===== config.mk =====
export PLATFORM = sky130hd
export DESIGN_NAME = mux41_rr_arb
export DESIGN_NICKNAME = d
export VERILOG_FILES = /design/src/rtl/mux41_rr_arb.sv
export SDC_FILE = /design/constraint.sdc
export NUM_CORES = 1
export LEC_CHECK = 0
export ABC_AREA = 1
export BUFFER_PORTS_ARGS = -buffer_cell sky130_fd_sc_hd__buf_2
export CAP_MARGIN = 20
export CORE_AREA = 2 2 39 41
export DETAILED_ROUTE_END_ITERATION = 8
export DIE_AREA = 0 0 41 43
export PLACE_DENSITY = 0.81
export SETUP_SLACK_MARGIN = 0.4
export SLEW_MARGIN = 20
export SYNTH_ARGS = -nofsm -noshare
export SYNTH_HDL_FRONTEND = slang
export SYNTH_SLANG_ARGS = --single-unit
export TNS_END_PERCENT = 100

===== constraint.sdc =====
create_clock -name clk -period 2.65 [get_ports clk]
set_input_delay 0.3975 -clock clk [delete_from_list [all_inputs] [get_ports clk]]
set_output_delay 0.3975 -clock clk [all_outputs]
set_load 0.01 [all_outputs]

===== src/rtl/mux41_rr_arb.sv =====
// Registered round-robin arbiter that drives the select of a 4:1 mux.
// Define MUX41_ARB_TIMEOUT_EN to preempt an owner after HOLD_MAX grant cycles.
module mux41_rr_arb #(
  parameter int HOLD_MAX = 8
) (
  input  logic       clk,
  input  logic       rst_n,
  input  logic [3:0] req,
  output logic [1:0] sel,
  output logic [3:0] gnt,
  output logic       busy
);

  typedef enum logic {
    IDLE  = 1'b0,
    GRANT = 1'b1
  } state_t;

  state_t     state_r;
  logic [1:0] ptr_r;
  logic [1:0] win_s;
  logic       any_s;
  logic       load_s;
  logic       timeout_s;

  if (HOLD_MAX < 2 || HOLD_MAX > 255) begin : g_bad_hold_max
    $error("mux41_rr_arb: HOLD_MAX out of range 2..255");
  end

  // First requester at or after p, wrapping modulo 4.
  function automatic logic [1:0] rr_pick(input logic [3:0] r, input logic [1:0] p);
    logic [7:0] dbl;
    logic [3:0] rot;
    logic [1:0] off;
    dbl = {r, r} >> p;
    rot = dbl[3:0];
    if (rot[0]) begin
      off = 2'd0;
    end else if (rot[1]) begin
      off = 2'd1;
    end else if (rot[2]) begin
      off = 2'd2;
    end else begin
      off = 2'd3;
    end
    return p + off;
  endfunction

  function automatic logic [3:0] onehot(input logic [1:0] idx);
    return 4'b0001 << idx;
  endfunction

  assign any_s = |req;
  assign win_s = rr_pick(req, ptr_r);

`ifdef MUX41_ARB_TIMEOUT_EN
  localparam logic [7:0] HOLD_LAST = 8'(HOLD_MAX - 1);
  logic [7:0] hold_cnt_r;

  assign timeout_s = (hold_cnt_r == HOLD_LAST) && ((req & ~onehot(sel)) != 4'b0000);

  // Grant-length counter: restarts on each new owner, saturates at HOLD_LAST.
  always_ff @(posedge clk or negedge rst_n) begin
    if (!rst_n) begin
      hold_cnt_r <= 8'd0;
    end else if (load_s) begin
      hold_cnt_r <= 8'd0;
    end else if (state_r == GRANT && hold_cnt_r != HOLD_LAST) begin
      hold_cnt_r <= hold_cnt_r + 8'd1;
    end else begin
      hold_cnt_r <= hold_cnt_r;
    end
  end
`else
  assign timeout_s = 1'b0;
`endif

  // A new owner is loaded from IDLE, or on release/preemption while granted.
  always_comb begin
    load_s = 1'b0;
    if (state_r == IDLE) begin
      load_s = any_s;
    end else begin
      load_s = any_s && (!req[sel] || timeout_s);
    end
  end

  // State, pointer and the registered outputs; sel holds when going idle.
  always_ff @(posedge clk or negedge rst_n) begin
    if (!rst_n) begin
      state_r <= IDLE;
      ptr_r   <= 2'd0;
      sel     <= 2'd0;
      gnt     <= 4'b0000;
      busy    <= 1'b0;
    end else if (load_s) begin
      state_r <= GRANT;
      ptr_r   <= win_s + 2'd1;
      sel     <= win_s;
      gnt     <= onehot(win_s);
      busy    <= 1'b1;
    end else if (state_r == GRANT && !any_s) begin
      state_r <= IDLE;
      gnt     <= 4'b0000;
      busy    <= 1'b0;
    end else begin
      state_r <= state_r;
    end
  end

endmodule


==> results of run 1 <==
==> critical path: cells and delay by family (launching register included) <==
family                     cells  cell delay, ps
AOI/OAI and AO/OA              2             380
adders and majority gates      1             290
buffers and inverters          1              90
DFF                            1             570
and+or+nand+nor                7             510
==> state kept, by name, summed over array words and instances (netlist names) <==
name     cells
state_r      1
gnt          4
ptr_r        2
sel          2
==> kinds of logic after synthesis <==
family          share of synthesized area, %
flops                                   36.4
fa+ha+maj                               2.02
buf+inv                                 7.68
simple gates                            44.6
compound gates                          9.29
==> power by group <==
part	leakage (nW)	switching [mW]	internal (mW)
logic	0.247	0.336	0.213
registers	0.109	0.0667	0.198
clock network	0.0177	0.0451	0.0554
==> metal layers <==
layer / GRT usage (%) / vias up
li1: - / 284
met1: 20.9 / 241
met2: 23.1 / 16
met3: 1.57 / 2
met4: 8.00 / 0
met5: 0 / -
==> cell usage after synthesis <==
cell type   n
o21a_2      1
a21oi_1     2
nand2_2     3
buf_6       1
o21ai_0     1
nand3b_1    1
o21ai_2     3
clkbuf_8    1
nand3_2     4
nor2_1      9
nand3_4     1
dfrtp_1     9
nand2_4     2
inv_1       5
inv_2       1
nor2_2      2
o31ai_1     1
nand2_1    21
nand3_1     9
ha_1        1
==> how the worst max path moves through the flow <==
stage / from / endpoint / slack (ps) / cells past startpoint
after floorplan: ptr_r[0] / gnt[0] / 910 / 11
after global placement: ptr_r[0] / gnt[0] / 770 / 10
after detailed placement: ptr_r[0] / gnt[0] / 710 / 11
after CTS: ptr_r[0] / gnt[0] / 690 / 11
after global routing: ptr_r[0] / gnt[0] / 500 / 11
final: ptr_r[0] / gnt[0] / 700 / 11
==> area by class of cell <==
cell class	instances	area [sq um]
Tap cell	16	20.0
Multi-Input combinational cell	61	347
Inverter	6	22.5
Sequential cell	9	225
Fill cell	135	672
Clock inverter	1	5.00
Clock buffer	3	22.5
Timing Repair Buffer	13	70.1
==> stage by stage <==
stage	area, sq um	std cells	setup slack, ps	utilization (%)	power, mW
CTS	712	109	693	51.4	0.927
floorplan	619	78	910	-	0.741
global route	712	109	499	51.4	1.02
finish	712	109	697	51.4	0.915
detailed placement	674	104	711	48.7	0.819
global placement	674	104	766	48.7	0.803
==> placed cells by master, fill, tap and decap left out <==
cell type and instances:
ha_1 1, o21ai_2 3, dfrtp_1 9, nand2_1 21, nand3_4 1, nor2_2 2
nand2_4 2, o21a_2 1, inv_2 1, clkbuf_4 3, nand3b_1 1, buf_2 12
nand3_2 4, nor2_1 9, nand3_1 9, o31ai_1 1, dlygate4sd3_1 1, clkinv_2 1
o21ai_0 1, nand2_2 3, a21oi_1 2, inv_1 5
==> what timing repair did <==
item | CTS | global route
endpoints found under the hold margin | 9 | 0
hold buffers | 1 | 0
setup buffers | 0 | 0
==> results.sh, run 1 <==
export IMPL_wl_per_cell_microns=10.2
export IMPL_gp_congestion=0.792
export IMPL_reg2reg_slack_ps=700
export IMPL_die_height_microns=43
export IMPL_synth_top_area_share_pct=36.4
export IMPL_vias=543
export IMPL_worstReg2RegStart="ptr_r[0]"
export IMPL_worstSetupStartpointType="flip-flop"
export IMPL_cts_tree="yes"
export IMPL_outcome="completed"
export IMPL_synthTopCellsByArea="dfrtp_1, nand2_1, nand3_1"
export IMPL_slowest_delay_ps=570
export IMPL_setup_viol=0
export IMPL_cts_made_buffers=3
export IMPL_std_cell_rows=14
export IMPL_nNetsFinal=101
export IMPL_die_area_sq_mm=0.00176
export IMPL_slowest_stage="dfrtp_1"
export IMPL_fin_worst_skew_ps=4.16
export IMPL_grt_pass1_vias=456
export IMPL_powerDensity_mw_per_mm2=1290
export IMPL_grt_pass1_wl_microns=1860
export IMPL_synthesis_instances=78
export IMPL_cts_root_buf="clkbuf_4"
export IMPL_ys_seq_elements=9
export IMPL_initialDrtViolationCount=13
export IMPL_hold_slack_ps=459
export IMPL_clk_pin_slew_ps=60
export IMPL_critPathKind="reg -> reg"
export IMPL_holdPathStages=3
export IMPL_ant_nets=0
export IMPL_syn_area_per_cell_sq_um=7.94
export IMPL_synth_seq_area_share_pct=36.4
export IMPL_insertion_delay_ps=260
export IMPL_core_sq_mm=0.00138
export IMPL_top_layer="met4"
export IMPL_ir_worst_vdd_mv=0.666
export IMPL_met1_length_microns=518
export IMPL_initial_core_util_pct=44.8
export IMPL_setup_tns_ps=0
export IMPL_clock_path_buffers=2
export IMPL_tightest_slew_ps=376
export IMPL_wl_met2_microns=530
export IMPL_htree_num_levels=1
export IMPL_p_leak_nw=0.374
export IMPL_final_layout_size_suffix_gt1_share_pct=35.5
export IMPL_via_per_inst=4.98
export IMPL_maxCapViolations=0
export IMPL_hp_class="in -> reg"
export IMPL_r2r_end="gnt[0]"
export IMPL_crit_path_end_kind="flip-flop"
export IMPL_hp_start="req[1]"
export IMPL_critPathMostFrequentCell="nand2_1"
export IMPL_synthDistinctLibCells=20
export IMPL_min_to="state_r"
export IMPL_cts_sinks=9
export IMPL_synth_warnings=0
export IMPL_dpl_hpwl_microns=900
export IMPL_grt_remaining_overflow=0
export IMPL_arrival_ps=2100
export IMPL_period_share_pct=73.7
export IMPL_synth_nets=85
export IMPL_syn_to_final_growth_pct=14.9
export IMPL_antenna_cells=0
export IMPL_post_route_min_period_ps=1950
export IMPL_path_cells="nand2_1 > o21a_2 > nor2_1 > nor2_1 > o31ai_1 > ha_1 > inv_1 > nand3_2 > nand2_2 > nand2_1 > nand2_1"
export IMPL_reg2reg_depth=11
export IMPL_netlist_area_sq_um=619
export IMPL_drc=0
export IMPL_port_buffer_count=12
export IMPL_grt_max_degree=13
export IMPL_grt_usage_pct=15.4
export IMPL_synth_area_leader_cell="dfrtp_1"
export IMPL_wl_microns=1110
export IMPL_antenna_found_initial=0
export IMPL_first_pass_iters=4
export IMPL_path_max_fanout=11
export IMPL_drv_slew=0
export IMPL_finalHoldViolations=0
export IMPL_ioPinCount=13
export IMPL_max_slew_margin_pct=74.9
export IMPL_wl_met3_microns=55
export IMPL_post_cts_resize_count=0
export IMPL_fp_dieW_microns=41
export IMPL_fmax_mhz=512
export IMPL_rsz0062_at_grt="no"
export IMPL_critPathRequiredTime_ps=2800
(Power assumes the default switching activity.)
==> inputs of run 2 (changes only) <==
- ABC_AREA: 1 -> 0
- PLACE_DENSITY: 0.81 -> 0.72
- clock period: 2.65 -> 2 ns (I/O delays scaled with it)
==> run 2 against run 1 <==
Net effect: sequential power up 24%; flip-flop and latch count unchanged; via count fell by 13%; clock power is 39% higher; total power up 46%; highest routed layer is now met3; combinational power rose by 57%.
==> results.sh, run 2 <==
export IMPL_outcome="completed"
export IMPL_fmax_mhz=565
export IMPL_postLayoutSetupSlackWorst_ps=231
export IMPL_slowest_delay_ps=430
export IMPL_hp_start="req[3]"
export IMPL_timing_critical_path_buf_inv=0
export IMPL_core_sq_mm=0.00138
export IMPL_grt_remaining_overflow=0
export IMPL_period_share_pct=88.4
export IMPL_synth_warnings=0
export IMPL_clk_pin_slew_ps=60
export IMPL_ant_nets=0
export IMPL_wl_microns=1260
export IMPL_netlist_area_sq_um=508
export IMPL_hold_slack_ps=358
export IMPL_maxCapViolations=0
export IMPL_synth_edf_count=0
export IMPL_std_cell_rows=14
export IMPL_critPathRequiredTime_ps=2150
export IMPL_grt_pass1_wl_microns=1570
export IMPL_drv_slew=0
export IMPL_die_height_microns=43
export IMPL_path_max_fanout=5
export IMPL_instances_no_fill=92
export IMPL_placedCellCount=81
export IMPL_finalPower_mw=1.33
export IMPL_port_buffer_count=12
export IMPL_critPathKind="reg -> reg"
export IMPL_arrival_ps=1910
export IMPL_hp_class="in -> reg"
export IMPL_setup_viol=0
export IMPL_largest_reg_flops=4
export IMPL_path_cells="nand2b_4 > a21oi_2 > a311oi_2 > a21oi_1 > ha_2 > xor2_1 > xnor2_1 > mux2i_1"
export IMPL_async_flop_share_pct=100
export IMPL_drc=0
export IMPL_fill_cells=132
export IMPL_initial_core_util_pct=36.7
export IMPL_cp_top_family="flip-flops"
export IMPL_final_area_sq_um=741
export IMPL_antenna_found_initial=0
export IMPL_initialDrtViolationCount=9
export IMPL_vias=471
export IMPL_antenna_cells=0
export IMPL_place_worst_setup_slack_ps=272
export IMPL_utilization_pct=53.5
export IMPL_nNetsFinal=84
export IMPL_final_layout_size_suffix_gt1_share_pct=50.0
export IMPL_p_leak_nw=0.358
export IMPL_htree_num_levels=1
export IMPL_yosysMostFrequentCell="dfrtp_1"
export IMPL_cts_sinks=9
export IMPL_syn_to_final_growth_pct=45.8
export IMPL_dpl_hpwl_microns=757
export IMPL_via_per_inst=5.12
export IMPL_setup_tns_ps=0
export IMPL_syn_area_per_cell_sq_um=9.77
export IMPL_synth_area_leader_cell="dfrtp_1"
export IMPL_rsz0062_at_grt="yes"
export IMPL_finalHoldViolations=0
export IMPL_fp_dieW_microns=41
export IMPL_top_register="gnt"
export IMPL_cts_root_buf="clkbuf_4"
export IMPL_r2r_end="ptr_r[1]"
export IMPL_ys_seq_elements=9
export IMPL_fin_worst_skew_ps=2.09
export IMPL_cp_depth=8
export IMPL_synth_top_area_share_pct=44.3
export IMPL_synth_ff_type="dfrtp_1"
export IMPL_synthesis_instances=52
export IMPL_ioPinCount=13
export IMPL_max_slew_margin_pct=67.8
export IMPL_first_pass_iters=4
export IMPL_cts_made_buffers=3
export IMPL_final_cell_mix="buf_2, dfrtp_1, buf_4"
export IMPL_synthDistinctLibCells=22
export IMPL_synth_seq_area_share_pct=44.3
export IMPL_gp_congestion=0.741
export IMPL_wl_per_cell_microns=13.6
export IMPL_placed_cell_area_sq_um=598
export IMPL_grt_pass1_vias=400
export IMPL_clock_path_buffers=2
export IMPL_ir_worst_vdd_mv=0.772
export IMPL_worstReg2RegStart="ptr_r[1]"
export IMPL_cts_tree="yes"
export IMPL_slowest_stage="dfrtp_1"
export IMPL_synthTopCellsByCount="dfrtp_1, inv_1, nand2_1, a21oi_1, o22ai_1"
export IMPL_powerDensity_mw_per_mm2=1800
export IMPL_top_regs="gnt: 4 flops, ptr_r: 2 flops, sel: 2 flops"
export IMPL_insertion_delay_ps=260
export IMPL_synth_nets=59
export IMPL_crit_path_end_kind="flip-flop"
export IMPL_grt_usage_pct=13.1
export IMPL_die_area_sq_mm=0.00176
export IMPL_synthTopCellsByArea="dfrtp_1, o22ai_1, inv_1"
export IMPL_min_to="state_r"
export IMPL_tightest_slew_ps=478
export IMPL_post_route_min_period_ps=1770
export IMPL_worstSetupStartpointType="flip-flop"
export IMPL_holdPathStages=3
export IMPL_reg2reg_depth=8
export IMPL_reg2reg_slack_ps=230
export IMPL_grt_max_degree=10
export IMPL_final_common_cell="buf_2"
## run 2: changes by cell type in the layout (fill, tap and decap cells not counted), sizes merged, moves of 2 or more
cell,previous run,this run
o22ai,0,4
nand2,26,6
nor2,11,2
buf,12,20
xnor2,0,2
xor2,0,2
nand2b,0,2
a21oi,2,4
nand3,14,0
## run 2: per-layer routing
| layer | share of wire, % | GRT usage, % |
|---|---|---|
| met3 | 3.7 | 3.14 |
| met1 | 46 | 18.6 |
| met4 | 0 | 6.00 |
| met5 | 0 | 0 |
| met2 | 51 | 18.1 |
## run 2: how the worst max path moves through the flow
stage	from	end	slack, ps
final	ptr_r[1]	ptr_r[1]	230
after global routing	ptr_r[1]	ptr_r[1]	130
after CTS	ptr_r[1]	ptr_r[1]	300
after detailed placement	ptr_r[1]	ptr_r[1]	270
after global placement	req[2]	ptr_r[1]	320
after floorplan	ptr_r[0]	gnt[2]	380
## run 2: logic make-up after synthesis
family / after synthesis / synth area share (%)
AOI/OAI and AO/OA: 16 / 20.4
and+or+nand+nor: 12 / 11.1
DFF: 9 / 44.3
buffers and inverters: 7 / 5.42
xor gates and xnor gates: 4 / 6.90
muxes: 3 / 9.36
adders and majority gates: 1 / 2.46
## run 2: cell type report
type | instances | area [sq um] | area share, %
inverters | 6 | 22.5 | 3.04
multi-input cells | 36 | 314 | 42.4
repair buffers | 21 | 130 | 17.6
clock buffers | 3 | 22.5 | 3.04
well taps | 16 | 20.0 | 2.70
clock inverters | 1 | 5.00 | 0.676
flip-flops and latches | 9 | 226 | 30.6
## run 2: repair_timing
action                                  in CTS  in global routing
endpoints found under the hold margin        9                  0
resized for setup                            1                 12
endpoints found under the setup margin       7                  8
setup buffers                                5                  1
pin swaps                                    0                  4
hold buffers                                 1                  0
## run 2: worst min-delay path: cells and delay by family
kind | cells | cell delay (ps)
AND/OR/NAND/NOR | 1 | 90
buffers and inverters | 2 | 190
## run 2: power by group
| group | internal (mW) | switching (mW) | leakage, nW | total (mW) |
|---|---|---|---|---|
| Combinational | 0.461 | 0.405 | 0.234 | 0.866 |
| Sequential | 0.263 | 0.0648 | 0.107 | 0.328 |
| Clock | 0.0738 | 0.0658 | 0.0177 | 0.140 |
